## config.mk

```make
export PLATFORM = sky130hd
export DESIGN_NAME = fp32_to_int_pipe
export DESIGN_NICKNAME = d
export VERILOG_FILES = /design/src/rtl/fp32_to_int_pipe.sv
export SDC_FILE = /design/constraint.sdc
export NUM_CORES = 1
export LEC_CHECK = 0
export CAP_MARGIN = 30
export CORE_MARGIN = 8
export CORE_UTILIZATION = 33
export CTS_BUF_LIST = sky130_fd_sc_hd__clkbuf_16
export DETAILED_ROUTE_END_ITERATION = 8
export GPL_ROUTABILITY_DRIVEN = 0
export GPL_TIMING_DRIVEN = 0
export SLEW_MARGIN = 20
export SYNTH_ARGS = -nofsm -noshare
export SYNTH_HDL_FRONTEND = slang
export SYNTH_SLANG_ARGS = --single-unit
```

## constraint.sdc

```tcl
create_clock -name clk -period 5.4 [get_ports clk]
set_input_delay 1.08 -clock clk [delete_from_list [all_inputs] [get_ports clk]]
set_output_delay 1.08 -clock clk [all_outputs]
set_load 0.01 [all_outputs]
```

## src/rtl/fp32_to_int_pipe.sv

```systemverilog
// Three-stage IEEE-754 binary32 to INT_W-bit integer converter with valid/ready flow control.
// Define FP2INT_RNE_EN to enable round-to-nearest-even via in_rnd; otherwise all conversions truncate.
module fp32_to_int_pipe #(
    parameter int unsigned INT_W = 32
) (
    input  logic             clk,
    input  logic             reset,
    input  logic             in_valid,
    output logic             in_ready,
    input  logic [31:0]      in_data,
    input  logic             in_signed,
    input  logic             in_rnd,
    output logic             out_valid,
    input  logic             out_ready,
    output logic [INT_W-1:0] out_data,
    output logic             out_invalid,
    output logic             out_inexact
);

    localparam int unsigned MAG_W = INT_W + 1;
    localparam logic [INT_W-1:0] SMAX = {1'b0, {(INT_W-1){1'b1}}};
    localparam logic [INT_W-1:0] SMIN = {1'b1, {(INT_W-1){1'b0}}};
    localparam logic [INT_W-1:0] UMAX = {INT_W{1'b1}};

    // Each stage may load when empty or when its contents move on this cycle.
    logic s1_valid, s2_valid;
    logic s1_load, s2_load, s3_load;

    assign s3_load  = !out_valid || out_ready;
    assign s2_load  = !s2_valid || s3_load;
    assign s1_load  = !s1_valid || s2_load;
    assign in_ready = s1_load;

    // S1: classify and unpack
    logic              s1_neg, s1_signed, s1_zero, s1_den, s1_inf, s1_nan;
    logic [23:0]       s1_mant;
    logic signed [9:0] s1_e;
`ifdef FP2INT_RNE_EN
    logic              s1_rnd;
`else
    logic              unused_rnd;
    assign unused_rnd = in_rnd;
`endif

    always_ff @(posedge clk or posedge reset) begin
        if (reset) begin
            s1_valid  <= 1'b0;
            s1_neg    <= 1'b0;
            s1_signed <= 1'b0;
            s1_zero   <= 1'b0;
            s1_den    <= 1'b0;
            s1_inf    <= 1'b0;
            s1_nan    <= 1'b0;
            s1_mant   <= '0;
            s1_e      <= '0;
`ifdef FP2INT_RNE_EN
            s1_rnd    <= 1'b0;
`endif
        end else if (s1_load) begin
            s1_valid <= in_valid;
            if (in_valid) begin
                s1_neg    <= in_data[31];
                s1_signed <= in_signed;
                s1_zero   <= (in_data[30:23] == 8'd0) && (in_data[22:0] == 23'd0);
                s1_den    <= (in_data[30:23] == 8'd0) && (in_data[22:0] != 23'd0);
                s1_inf    <= (in_data[30:23] == 8'hFF) && (in_data[22:0] == 23'd0);
                s1_nan    <= (in_data[30:23] == 8'hFF) && (in_data[22:0] != 23'd0);
                s1_mant   <= {(in_data[30:23] != 8'd0), in_data[22:0]};
                s1_e      <= $signed({2'b00, in_data[30:23]}) - 10'sd127;
`ifdef FP2INT_RNE_EN
                s1_rnd    <= in_rnd;
`endif
            end
        end
    end

    // S2: align magnitude, collect guard/sticky, optional round increment
    logic [MAG_W-1:0] al_mag;
    logic             al_g, al_s, al_ovf;
    logic [47:0]      rsh;
    logic [6:0]       lsh;
    logic [4:0]       rsa;
    logic [MAG_W:0]   rnd_sum;

    always_comb begin
        al_mag = '0;
        al_g   = 1'b0;
        al_s   = 1'b0;
        al_ovf = 1'b0;
        rsh    = '0;
        lsh    = '0;
        rsa    = '0;
        if (s1_den) begin
            al_s = 1'b1;
        end else if (!s1_zero && !s1_inf && !s1_nan) begin
            // Leading one sits at bit e, so anything above bit INT_W cannot fit.
            al_ovf = s1_e > $signed(10'(INT_W));
            if (s1_e >= 10'sd23) begin
                lsh    = 7'(s1_e - 10'sd23);
                al_mag = MAG_W'(s1_mant) << lsh;
            end else if (s1_e >= 10'sd0) begin
                rsa    = 5'(10'sd23 - s1_e);
                rsh    = {s1_mant, 24'd0} >> rsa;
                al_mag = MAG_W'(rsh[47:24]);
                al_g   = rsh[23];
                al_s   = |rsh[22:0];
            end else begin
                al_g = (s1_e == -10'sd1);
                al_s = al_g ? (|s1_mant[22:0]) : 1'b1;
            end
        end
    end

`ifdef FP2INT_RNE_EN
    logic rnd_inc;
    assign rnd_inc = s1_rnd && al_g && (al_s || al_mag[0]);
    assign rnd_sum = {1'b0, al_mag} + (MAG_W+1)'(rnd_inc);
`else
    assign rnd_sum = {1'b0, al_mag};
`endif

    logic [MAG_W-1:0] s2_mag;
    logic             s2_ovf, s2_inx, s2_nan, s2_inf, s2_neg, s2_signed;

    always_ff @(posedge clk or posedge reset) begin
        if (reset) begin
            s2_valid  <= 1'b0;
            s2_mag    <= '0;
            s2_ovf    <= 1'b0;
            s2_inx    <= 1'b0;
            s2_nan    <= 1'b0;
            s2_inf    <= 1'b0;
            s2_neg    <= 1'b0;
            s2_signed <= 1'b0;
        end else if (s2_load) begin
            s2_valid <= s1_valid;
            if (s1_valid) begin
                s2_mag    <= rnd_sum[MAG_W-1:0];
                s2_ovf    <= al_ovf || rnd_sum[MAG_W];
                s2_inx    <= al_g || al_s;
                s2_nan    <= s1_nan;
                s2_inf    <= s1_inf;
                s2_neg    <= s1_neg;
                s2_signed <= s1_signed;
            end
        end
    end

    // S3: sign, range check, saturation and flags
    logic [INT_W-1:0] neg_mag, res;
    logic             res_inv, res_inx;

    assign neg_mag = '0 - s2_mag[INT_W-1:0];

    always_comb begin
        res     = '0;
        res_inv = 1'b0;
        if (s2_nan) begin
            res_inv = 1'b1;
            res     = s2_signed ? SMAX : UMAX;
        end else if (s2_inf) begin
            res_inv = 1'b1;
            if (s2_neg) res = s2_signed ? SMIN : '0;
            else        res = s2_signed ? SMAX : UMAX;
        end else if (s2_signed) begin
            if (!s2_neg) begin
                if (s2_ovf || s2_mag[INT_W] || s2_mag[INT_W-1]) begin
                    res_inv = 1'b1;
                    res     = SMAX;
                end else begin
                    res = s2_mag[INT_W-1:0];
                end
            end else if (s2_ovf || s2_mag[INT_W] || (s2_mag[INT_W-1] && (|s2_mag[INT_W-2:0]))) begin
                res_inv = 1'b1;
                res     = SMIN;
            end else begin
                res = neg_mag;
            end
        end else if (!s2_neg) begin
            if (s2_ovf || s2_mag[INT_W]) begin
                res_inv = 1'b1;
                res     = UMAX;
            end else begin
                res = s2_mag[INT_W-1:0];
            end
        end else begin
            res_inv = s2_ovf || (|s2_mag);
        end
        res_inx = s2_inx && !res_inv;
    end

    always_ff @(posedge clk or posedge reset) begin
        if (reset) begin
            out_valid   <= 1'b0;
            out_data    <= '0;
            out_invalid <= 1'b0;
            out_inexact <= 1'b0;
        end else if (s3_load) begin
            out_valid <= s2_valid;
            if (s2_valid) begin
                out_data    <= res;
                out_invalid <= res_inv;
                out_inexact <= res_inx;
            end
        end
    end

endmodule
```

* After elaboration in Yosys (flattened, before gate mapping)
Index checks and enable logic that the tools add are counted.
** Word-level totals
- Register bits after elaboration :: 115
- Input bits :: 38
- Output and inout bits :: 36
** Cells by class
- Add/subtract/negate cells :: 4
- Magnitude comparators :: 3
- Equality and inequality tests :: 2
- Shifts and indexed selects :: 2
- Multiplexer cells :: 34
- Reduce and logical (&&, ||, !) cells :: 34
** Operator list (count)
- 32-bit 2-to-1 mux :: 11
- 33-bit 2-to-1 mux :: 3
- 48-bit by 5-bit >> shifter with 48-bit output :: 1
- 23-bit OR reduction :: 2
- 33-bit OR reduction :: 1
- 24-bit by 7-bit left shift with 33-bit output :: 1
- 1-bit by 32-bit subtractor with 32-bit output, first input constant :: 1
- 31-bit OR reduction :: 1
- 24-bit 2-to-1 mux :: 1
- 23-bit logical NOT :: 1
- 23-bit nonzero test :: 1
- 1-bit 2-to-1 mux :: 19
- 9-bit by 1-bit equality test with 1-bit output, second input constant :: 1
- 9-bit by 1-bit greater-or-equal comparator with 1-bit output, second input constant :: 1
- 9-bit by 6-bit greater-or-equal comparator with 1-bit output, second input constant :: 1
- 9-bit by 7-bit > comparator with 1-bit output, second input constant :: 1
- 8-bit by 7-bit subtractor with 9-bit output, second input constant :: 1
- 8-bit equality test, second input constant :: 1
- 1-bit logical AND :: 8
- 8-bit logical NOT :: 1
- 1-bit logical OR :: 8
- 8-bit nonzero test :: 1
- 1-bit logical NOT :: 7
- 7-bit by 6-bit subtractor with 7-bit output, second input constant :: 1
- other kinds (2) :: 4

* Longest topological paths before layout
Gate-level depths: netlist of the first run.
- Word-level depth :: 10
- Depth in mapped cells :: 13
- Gate-level depth less buffers :: 8

* Least setup slack after synthesis of the first run
Ideal clock, no wire load.
- Path type :: reg-to-reg
- Start point :: register s1_e[0]
- End point :: register s2_mag[30]
- Setup time :: 121 ps
- Arrival time :: 3085 ps
- Slack :: 2194 ps
- Cell stages (with the launch flop) :: 14
- Clock period less this slack :: 3206 ps
- Cell sequence :: dfrtp_1 buf_6 buf_6 buf_2 buf_2 inv_1 ha_1 clkbuf_1 mux2_2 a21oi_1 a21oi_1 o21ai_0 o21ai_1 a22o_1
** Between the ends
- Longest elaborated chain between the ends :: 5
** Ends and longest elaborated chain
- from (decl) :: line 37 : logic signed [9:0] s1_e;
- from (signal assigned) :: line 69 : s1_e <= $signed({2'b00, in_data[30:23]}) - 10'sd127;
- 7-bit by 6-bit subtractor with 7-bit output :: line 99 : lsh = 7'(s1_e - 10'sd23);
- 24-bit by 7-bit left shift with 33-bit output :: line 100 : al_mag = MAG_W'(s1_mant) << lsh;
- 33-bit 2-to-1 mux (*) :: line 98 : if (s1_e >= 10'sd23) begin
- 33-bit 2-to-1 mux (*) :: line 95 : end else if (!s1_zero && !s1_inf && !s1_nan) begin
- 33-bit 2-to-1 mux (*) :: line 93 : if (s1_den) begin
- to (signal assigned) :: line 138 : s2_mag <= rnd_sum[MAG_W-1:0];
- to (decl) :: line 122 : logic [MAG_W-1:0] s2_mag;
Every way passes the cells marked *; elsewhere a longest branch is shown, timed or not.
A chain may end at the register's enable or synchronous reset.

* Final worst setup path of the first run
Same ends and word-level chain as after synthesis.

==> results of run 1 <==
==> logic make-up after synthesis <==
family / share of synthesized area [%]
xor+xnor: 1.68
fa+ha+maj: 1.08
buf+inv: 5.04
simple gates: 20.5
compound gates: 21.6
mux: 19.0
flops: 31.1
==> power by group <==
part	switching [uW]	internal, uW
Combinational	1540	1090
Clock	468	681
Sequential	279	1090
==> routing by layer <==
metal,GRT usage [%],vias up
li1,-,4211
met1,25.4,4320
met2,30.9,516
met3,4.08,92
met4,8.36,0
met5,0,-
==> through the flow <==
stage          power, uW  instance area [um2]  util, %  hold WS, ns  setup WS [ns]
5_1_grt             5430                11100     39.9        0.509          0.956
3_3_place_gp        3910                10400     37.7        0.470         -0.468
4_1_cts             5090                11100     39.9        0.484           1.22
6_report            5150                11100     39.9        0.479           1.16
2_1_floorplan       3000                 9240        -        0.442           1.28
3_5_place_dp        3920                10500     37.8        0.470           1.24
==> cells in the mapped netlist (11+ instances only) <==
library cell | instances | area, um2
or3_1 | 11 | 68.8
mux2i_1 | 38 | 380
a31oi_1 | 36 | 225
a211oi_1 | 14 | 105
nor2_1 | 71 | 267
a21oi_1 | 56 | 280
nor3_1 | 27 | 135
nand2_1 | 166 | 623
mux4_2 | 42 | 946
inv_1 | 21 | 78.8
o21ai_0 | 80 | 400
clkbuf_1 | 68 | 255
dfrtp_1 | 115 | 2880
o221ai_1 | 21 | 184
nor4_1 | 18 | 113
nand3_1 | 22 | 110
o31ai_1 | 13 | 97.6
mux2_2 | 34 | 383
==> sequential cells by signal, indices dropped and copies added, names as in the netlist, 9 cells and up <==
register  cells
s2_mag       33
s1_e          9
s1_mant      24
out_data     32
==> worst max-delay path, stage by stage, from the launching register on <==
cell and delay [ns]:
dfrtp_1 0.52, buf_6 0.22, buf_6 0.19, buf_2 0.28
buf_2 0.28, inv_1 0.14, ha_1 0.34, clkbuf_1 0.48
mux2_2 0.41, a21oi_1 0.27, a21oi_1 0.20, o21ai_0 0.44
o21ai_1 0.13, a22o_1 0.21
==> area by class of cell <==
class,instances,area [um2]
Tap cell,378,473
Multi-Input combinational cell,837,5900
Buffer,89,383
Fill cell,2812,16600
Clock inverter,15,159
Timing Repair Buffer,74,753
Inverter,22,87.6
Clock buffer,17,425
Sequential cell,115,2880
==> path summary, 6_finish.rpt <==
path	slack (ns)	start	cells after the start	end
worst max-delay path	1.16	s1_e[0]	13	s2_mag[30]
worst min-delay path	0.48	s1_zero	2	s1_zero
worst max register to register	1.16	s1_e[0]	13	s2_mag[30]
worst min register to register	0.48	s1_zero	2	s1_zero
max in group asynchronous	3.60	reset	3	s1_mant[22]
min in group asynchronous	1.12	reset	2	out_data[9]
==> results.md, run 1 <==
- I/O Pins: 74
- #FFs+latches synth: 115
- Metal-1 WL: 14.1 mm
- Synth Net Count: 1,109
- H-Tree Depth: 4
- Drt wl/cell: 21.3 um
- Routed wl met3: 2.70 mm
- Grt ovf: 0
- Worst rel slew slack: 42.4%
- Skew final: 0.0136 ns
- Clock Latency Late Sink: 0.44 ns
- Worst-path clk slew: 0.06 ns
- Avg Synthesized Cell Area: 8.69 um2
- Slew Limit Fails: 0
- Highest metal used: met4
- Tcrit/Tclk final: 78.6%
- Most frequent cells in the layout: nand2_1 (166), dfrtp_1 (115), o21ai_0 (80)
- Critical Path AT: 4.56 ns
- RSZ-0062 raised after global routing: no
- CP startpoint kind: flip-flop
- Clk buf depth: 2
- Crit path required time: 5.72 ns
- Syn Inst Count: 1,063
- Most common cell after layout, fill and taps aside: nand2_1
- Part of the Yosys area used for sequential elements: 31.1%
- CTS root buf: clkbuf_16
- Worst slew pin tran: 0.860 ns
- Met2 WL: 14.9 mm
- CP Class: reg2reg
- CP Max Fanout: 10
- FP Rows: 61
- EDFF count, synth: 0
- Antenna Nets Post-Route: 0
- Hold WC Path Type: reg2reg
- Clock period minus worst slack: 4.24 ns
- Ys async rst share: 100%
- Global-route wire length before repair: 51.7 mm
- Synth Cell Area: 9240 um2
- DRC viols: 0
- Lkg Pwr: 0.00428 uW
- Die X: 183 um
- Final setup TNS: 0 ns
- Cts hold-fix bufs: 0
- PwrDens: 466 nW/um2
- Primary FF master, synth: dfrtp_1
- Synth Warn #: 0
- Placed cells: 1,514
- Pin count of the biggest net entering global routing: 68
- Non-filler cells in the finished layout: 1,547
- Initial antenna violation count: 0
- Die area: 33,600 um2
- CP Capture Type: flip-flop
- Status: finished, final reports clean
- Peak supply drop: 0.000173 V
- Hold Vio Cnt, Final: 0
- Vias/cell: 5.91
- Initial core utilization: 33.4%
- Final setup fails: 0
- Die height: 183 um
- # clock sinks: 115
- Total vias in the final route: 9,139
- Iteration-0 DRC count of the detailed router: 1,243
- HPWL Detailed: 24.7 mm
- Core Footprint: 27,700 um2
- Vias in the first global route: 8,787
- Total Wirelength: 32.9 mm
- Layout cell share with drive strength beyond 1: 12.4%
- Nets: 1,202
- Count of cell types in the netlist: 75
- Global-route usage over all layers: 19.5%
- Max_cap viols: 0
- Diode count: 0
- CTS resizes: 0
- IO buf count: 72
- Post-CTS Setup Inserts: 0
- Drt first pass iters: 6
- CTS tree: built
- Max Clk Rate: 236 MHz
- TritonCTS buffer count: 17
- Synth-to-layout area growth: 19.6%
Power figures use the tool's default switching activity.
==> inputs of run 2 (changes only) <==
Clock period 5.4 ns to 3.85 ns, I/O delays scaled along.
==> run 2 against run 1 <==
  * Final cell count barely moved
  * Routed wire length fell by 0.30%
  * Maximum frequency rose by 17%
  * Via count rose by 0.72%
  * Power rose by 40%
  * Register-to-register slack got worse by 0.93 ns
  * Core utilization rose by 0.099 points
  * Global-route usage barely moved
  * First-iteration DRC count fell by 0.48%
  * Clock skew barely moved
  * Sequential cell count did not move
  * Largest power group unchanged
  * Highest routed layer unchanged
==> results.md, run 2 (synthesis results as in run 1) <==
- Initial core utilization: 33.4%
- RSZ-0062 raised after global routing: no
- CP startpoint kind: flip-flop
- Hold Vio Cnt, Final: 0
- Status: finished, final reports clean
- Skew final: 0.0133 ns
- Worst-path clk slew: 0.06 ns
- CP Class: reg2reg
- CTS tree: built
- Utilization after layout: 40.0%
- # clock sinks: 115
- Iteration-0 DRC count of the detailed router: 1,237
- Crit path required time: 4.16 ns
- CP top delay family: buffers and inverters
- DRC viols: 0
- Antenna Nets Post-Route: 0
- Final instance area: 11,100 um2
- Drt wl/cell: 21.2 um
- Hold_ws: 0.484 ns
- CTS root buf: clkbuf_16
- Max incr delay on CP: 0.46 ns
- Max_cap viols: 0
- CP Max Fanout: 10
- Total vias in the final route: 9,205
- Max reg flops: 33
- Hold WC Path Type: reg2reg
- Final setup TNS: 0 ns
- Initial antenna violation count: 0
- Clock period minus worst slack: 3.62 ns
- Most frequent cells in the layout: nand2_1 (166), dfrtp_1 (114), o21ai_0 (77)
- Die area: 33,600 um2
- IO buf count: 72
- Peak supply drop: 0.000249 V
- Post-DP Area: 10,500 um2
- Clock Latency Late Sink: 0.43 ns
- Max Clk Rate: 276 MHz
- Total Wirelength: 32.8 mm
- Lkg Pwr: 0.00429 uW
- Die X: 183 um
- Worst rel slew slack: 40.6%
- Slowest-stage cell, CP: dfrtp_2
- HPWL Detailed: 24.7 mm
- Die height: 183 um
- Nets: 1,201
- Most common cell after layout, fill and taps aside: nand2_1
- I/O Pins: 74
- Global-route usage over all layers: 19.5%
- Layout cell share with drive strength beyond 1: 13.0%
- Cts hold-fix bufs: 0
- Global-route wire length before repair: 51.7 mm
- Core Footprint: 27,700 um2
- Setup WS pre-CTS: -0.309 ns
- Synth-to-layout area growth: 19.9%
- PwrDens: 653 nW/um2
- Drt first pass iters: 5
- Largest regs: s2_mag: 33 flops, out_data: 32 flops, s1_mant: 24 flops
- Critical Path AT: 3.94 ns
- Clk buf depth: 2
- Critical-path cell list: buf_6 -> buf_6 -> clkbuf_4 -> clkbuf_4 -> inv_1 -> ha_1 -> clkbuf_2 -> mux2_2 -> a21oi_1 -> a21oi_1 -> o21ai_2 -> o21ai_1 -> a22o_1
- Reg with most FFs: s2_mag
- Grt ovf: 0
- TritonCTS buffer count: 17
- Slew Limit Fails: 0
- Worst slew pin tran: 0.884 ns
- Vias in the first global route: 8,799
- Worst Path Buf+Inv: 6
- FP Rows: 61
- Vias/cell: 5.95
- Final setup margin: 0.225 ns
- CP Capture Type: flip-flop
- Filler instances: 2,812
- H-Tree Depth: 4
- Diode count: 0
- Tcrit/Tclk final: 94.2%
- Final setup fails: 0
- Pin count of the biggest net entering global routing: 68
-- run 2: changes by cell type in the layout (fill, tap and decap cells not counted), sizes merged --
cell / change
buf: -3
clkbuf: +2
-- run 2: timing repair --
item | in CTS | in global routing
setup endpoints to repair | 16 | 26
setup buffers | 0 | 0
gates resized for setup | 4 | 9
-- run 2: worst paths after layout --
path	endpoint	slack, ns	start	depth (start not counted)
worst min register to register	s1_zero	0.48	s1_zero	2
worst max register to register	s2_mag[30]	0.23	s1_e[0]	13
worst min-delay path	s1_zero	0.48	s1_zero	2
max in group asynchronous	s1_e[0]	2.35	reset	3
worst max-delay path	s2_mag[30]	0.23	s1_e[0]	13
min in group asynchronous	out_data[26]	0.81	reset	2
-- run 2: worst register-to-register path: cells and delay by family, from the launching register on --
kind	cells	cell delay [ns]
flops	1	0.46
fa+ha+maj	1	0.34
buf+inv	6	1.29
compound gates	5	1.07
mux	1	0.38
-- run 2: final cells by class --
class / instances / area, um2 / area share [%]
Clock inverter: 15 / 159 / 1.43
Clock buffer: 17 / 425 / 3.84
Multi-Input combinational cell: 837 / 5920 / 53.4
Inverter: 22 / 87.6 / 0.790
Buffer: 89 / 392 / 3.53
Sequential cell: 115 / 2880 / 26.0
Timing Repair Buffer: 73 / 748 / 6.75
Tap cell: 378 / 473 / 4.27
-- run 2: metrics by stage --
step / cells / total power, uW
5_1_grt: 1546 / 7630
4_1_cts: 1546 / 7140
3_5_place_dp: 1514 / 5500
3_3_place_gp: 1513 / 5490
6_report: 1546 / 7230
2_1_floorplan: 1063 / 4210
-- run 2: routing by layer --
metal	global-route usage [%]	routed length [um]
met1	25.4	13800
met2	30.8	14900
met3	4.06	2790
met4	8.62	1270
met5	0	0
-- run 2: power breakdown --
| part | switching (uW) | internal, uW |
|---|---|---|
| Sequential | 389 | 1530 |
| Clock | 655 | 955 |
| Combinational | 2160 | 1540 |
==> inputs of run 3 (changes only) <==
Settings changed: GPL_ROUTABILITY_DRIVEN 0 to unset, GPL_TIMING_DRIVEN 0 to unset.
==> run 3 against run 2 <==
  * Register-to-register slack improved by 0.49 ns
  * Critical path depth down 5
  * First-iteration DRC count fell by 31%
  * Non-clock buffer count fell by 57
  * Hold slack worse by 0.0032 ns
  * Final cell count decreased by 3.7%
  * Power decreased by 1.0%
==> results.md, run 3 (synthesis results as in run 1) <==
- CP Max Fanout: 14
- Clk buf depth: 2
- Switching power: 3070 uW
- I/O Pins: 74
- H-Tree Depth: 4
- Status: finished, final reports clean
- IO buf count: 72
- Hold WC Path Type: reg2reg
- Critical Path AT: 3.44 ns
- Worst slew pin tran: 0.921 ns
- Global-route usage over all layers: 17.9%
- Clock period minus worst slack: 3.13 ns
- FP Rows: 61
- Core Footprint: 27,700 um2
- Vias/cell: 5.85
- Reg with most FFs: s2_mag
- Layout cell share with drive strength beyond 1: 14.8%
- Lkg Pwr: 0.00429 uW
- CTS tree: built
- Max_cap viols: 0
- Worst-path clk slew: 0.06 ns
- Non-filler cells in the finished layout: 1,489
- Diode count: 0
- Drt wl/cell: 20.0 um
- Initial antenna violation count: 0
- Grt met1 use: 24.5%
- Global-route wire length before repair: 48.4 mm
- Combinational power share: 49.8%
- Worst rel slew slack: 38.6%
- Synth-to-layout area growth: 18.4%
- HPWL Detailed: 22.3 mm
- Pin count of the biggest net entering global routing: 72
- Tcrit/Tclk final: 81.3%
- Peak supply drop: 0.000279 V
- Sequential share of power: 27.3%
- Largest regs: s2_mag: 33 flops, out_data: 32 flops, s1_mant: 24 flops
- # clock sinks: 115
- Final setup TNS: 0 ns
- Most common cell after layout, fill and taps aside: nand2_1
- CP Capture Type: flip-flop
- Vias in the first global route: 8,501
- RSZ-0062 raised after global routing: no
- Tot Pwr: 7160 uW
- Total vias in the final route: 8,713
- Die height: 183 um
- Global Route met3 Usage: 3.32%
- Nets: 1,144
- Die X: 183 um
- Post-CTS Setup Inserts: 0
- Switching power share of the total: 42.9%
- Total Wirelength: 29.7 mm
- Max reg flops: 33
- Slew Limit Fails: 0
- TritonCTS buffer count: 17
- DRC viols: 0
- Grt ovf: 0
- CTS root buf: clkbuf_16
- Initial core utilization: 33.4%
- Die area: 33,600 um2
- Skew final: 0.00856 ns
- Placed cells: 1,457
- Hold_ws: 0.481 ns
- Clock Latency Late Sink: 0.43 ns
- Internal Power: 4090 uW
- Crit path required time: 4.16 ns
- CP Class: reg2reg
- Hold Vio Cnt, Final: 0
- Iteration-0 DRC count of the detailed router: 850
- Drt first pass iters: 7
- Global routing's busiest layer: met2
- GP Congestion: 0.945
- CTS resizes: 0
- CP startpoint kind: flip-flop
- Max Clk Rate: 319 MHz
- Most frequent cells in the layout: nand2_1 (166), dfrtp_1 (114), o21ai_0 (80)
- Antenna Nets Post-Route: 0
- M2 GR Usage: 28.3%
- Final setup fails: 0
- PwrDens: 654 nW/um2
- Share of power burned in the clock network: 22.9%
- Cts hold-fix bufs: 0
==> run 3: cell types whose count changed in the layout (fill, tap and decap cells not counted), moves of 3 or more <==
cell      before  now
buf_1          6    0
buf_2          7    0
o21ai_0       77   80
clkbuf_1      66    0
buf_4          0   31
clkbuf_2       3    0
buf_6          5    0
==> run 3: metrics by stage <==
| step | setup slack, ns | instance area, um2 | util, % |
|---|---|---|---|
| after detailed placement | 0.731 | 10300 | 37.3 |
| final | 0.720 | 10900 | 39.5 |
| after floorplan | 0.0359 | 9240 | - |
| after global routing | 0.597 | 10900 | 39.5 |
| after global placement | 0.716 | 10300 | 37.3 |
| after CTS | 0.743 | 10900 | 39.5 |
==> run 3: area by class of cell <==
cell class | instances | area (um2)
clock buffer | 17 | 425
timing repair buffer | 105 | 993
clock inverter | 15 | 180
tap | 378 | 473
multi-input combinational | 837 | 5900
inverter | 22 | 85.1
fill | 2799 | 16800
sequential | 115 | 2880
==> run 3: worst paths after layout <==
kind | slack, ns | depth (start not counted) | startpoint | end
min in group asynchronous | 0.83 | 2 | reset | out_data[27]
worst min-delay path | 0.48 | 2 | s1_zero | s1_zero
worst min register to register | 0.48 | 2 | s1_zero | s1_zero
worst max-delay path | 0.72 | 8 | s1_e[0] | s2_mag[25]
max in group asynchronous | 2.22 | 3 | reset | s1_mant[7]
worst max register to register | 0.72 | 8 | s1_e[0] | s2_mag[25]
==> run 3: metal layers <==
layer,up-vias,part of all wire [%]
li1,4075,-
met1,4261,46
met2,328,46
met3,49,5.8
met4,0,2.2
met5,-,0
==> run 3: power by group through the flow <==
| stage | sequential, uW | clock [uW] | combinational [uW] |
|---|---|---|---|
| 2_1_floorplan | 1870 | 0 | 2330 |
| 3_3_place_gp | 1950 | 0 | 3510 |
| 3_5_place_dp | 1970 | 0 | 3510 |
| 4_1_cts | 1950 | 1670 | 3530 |
| 5_1_grt | 2010 | 1720 | 3860 |
| 6_report | 1960 | 1640 | 3570 |
==> run 3: critical path: stages (launching register included) <==
cell and delay [ns]:
dfrtp_4 0.47, inv_1 0.10, ha_1 0.67, buf_4 0.25, mux4_2 0.35, mux2_2 0.30
o21ai_0 0.47, o21ai_1 0.16, a22o_1 0.23
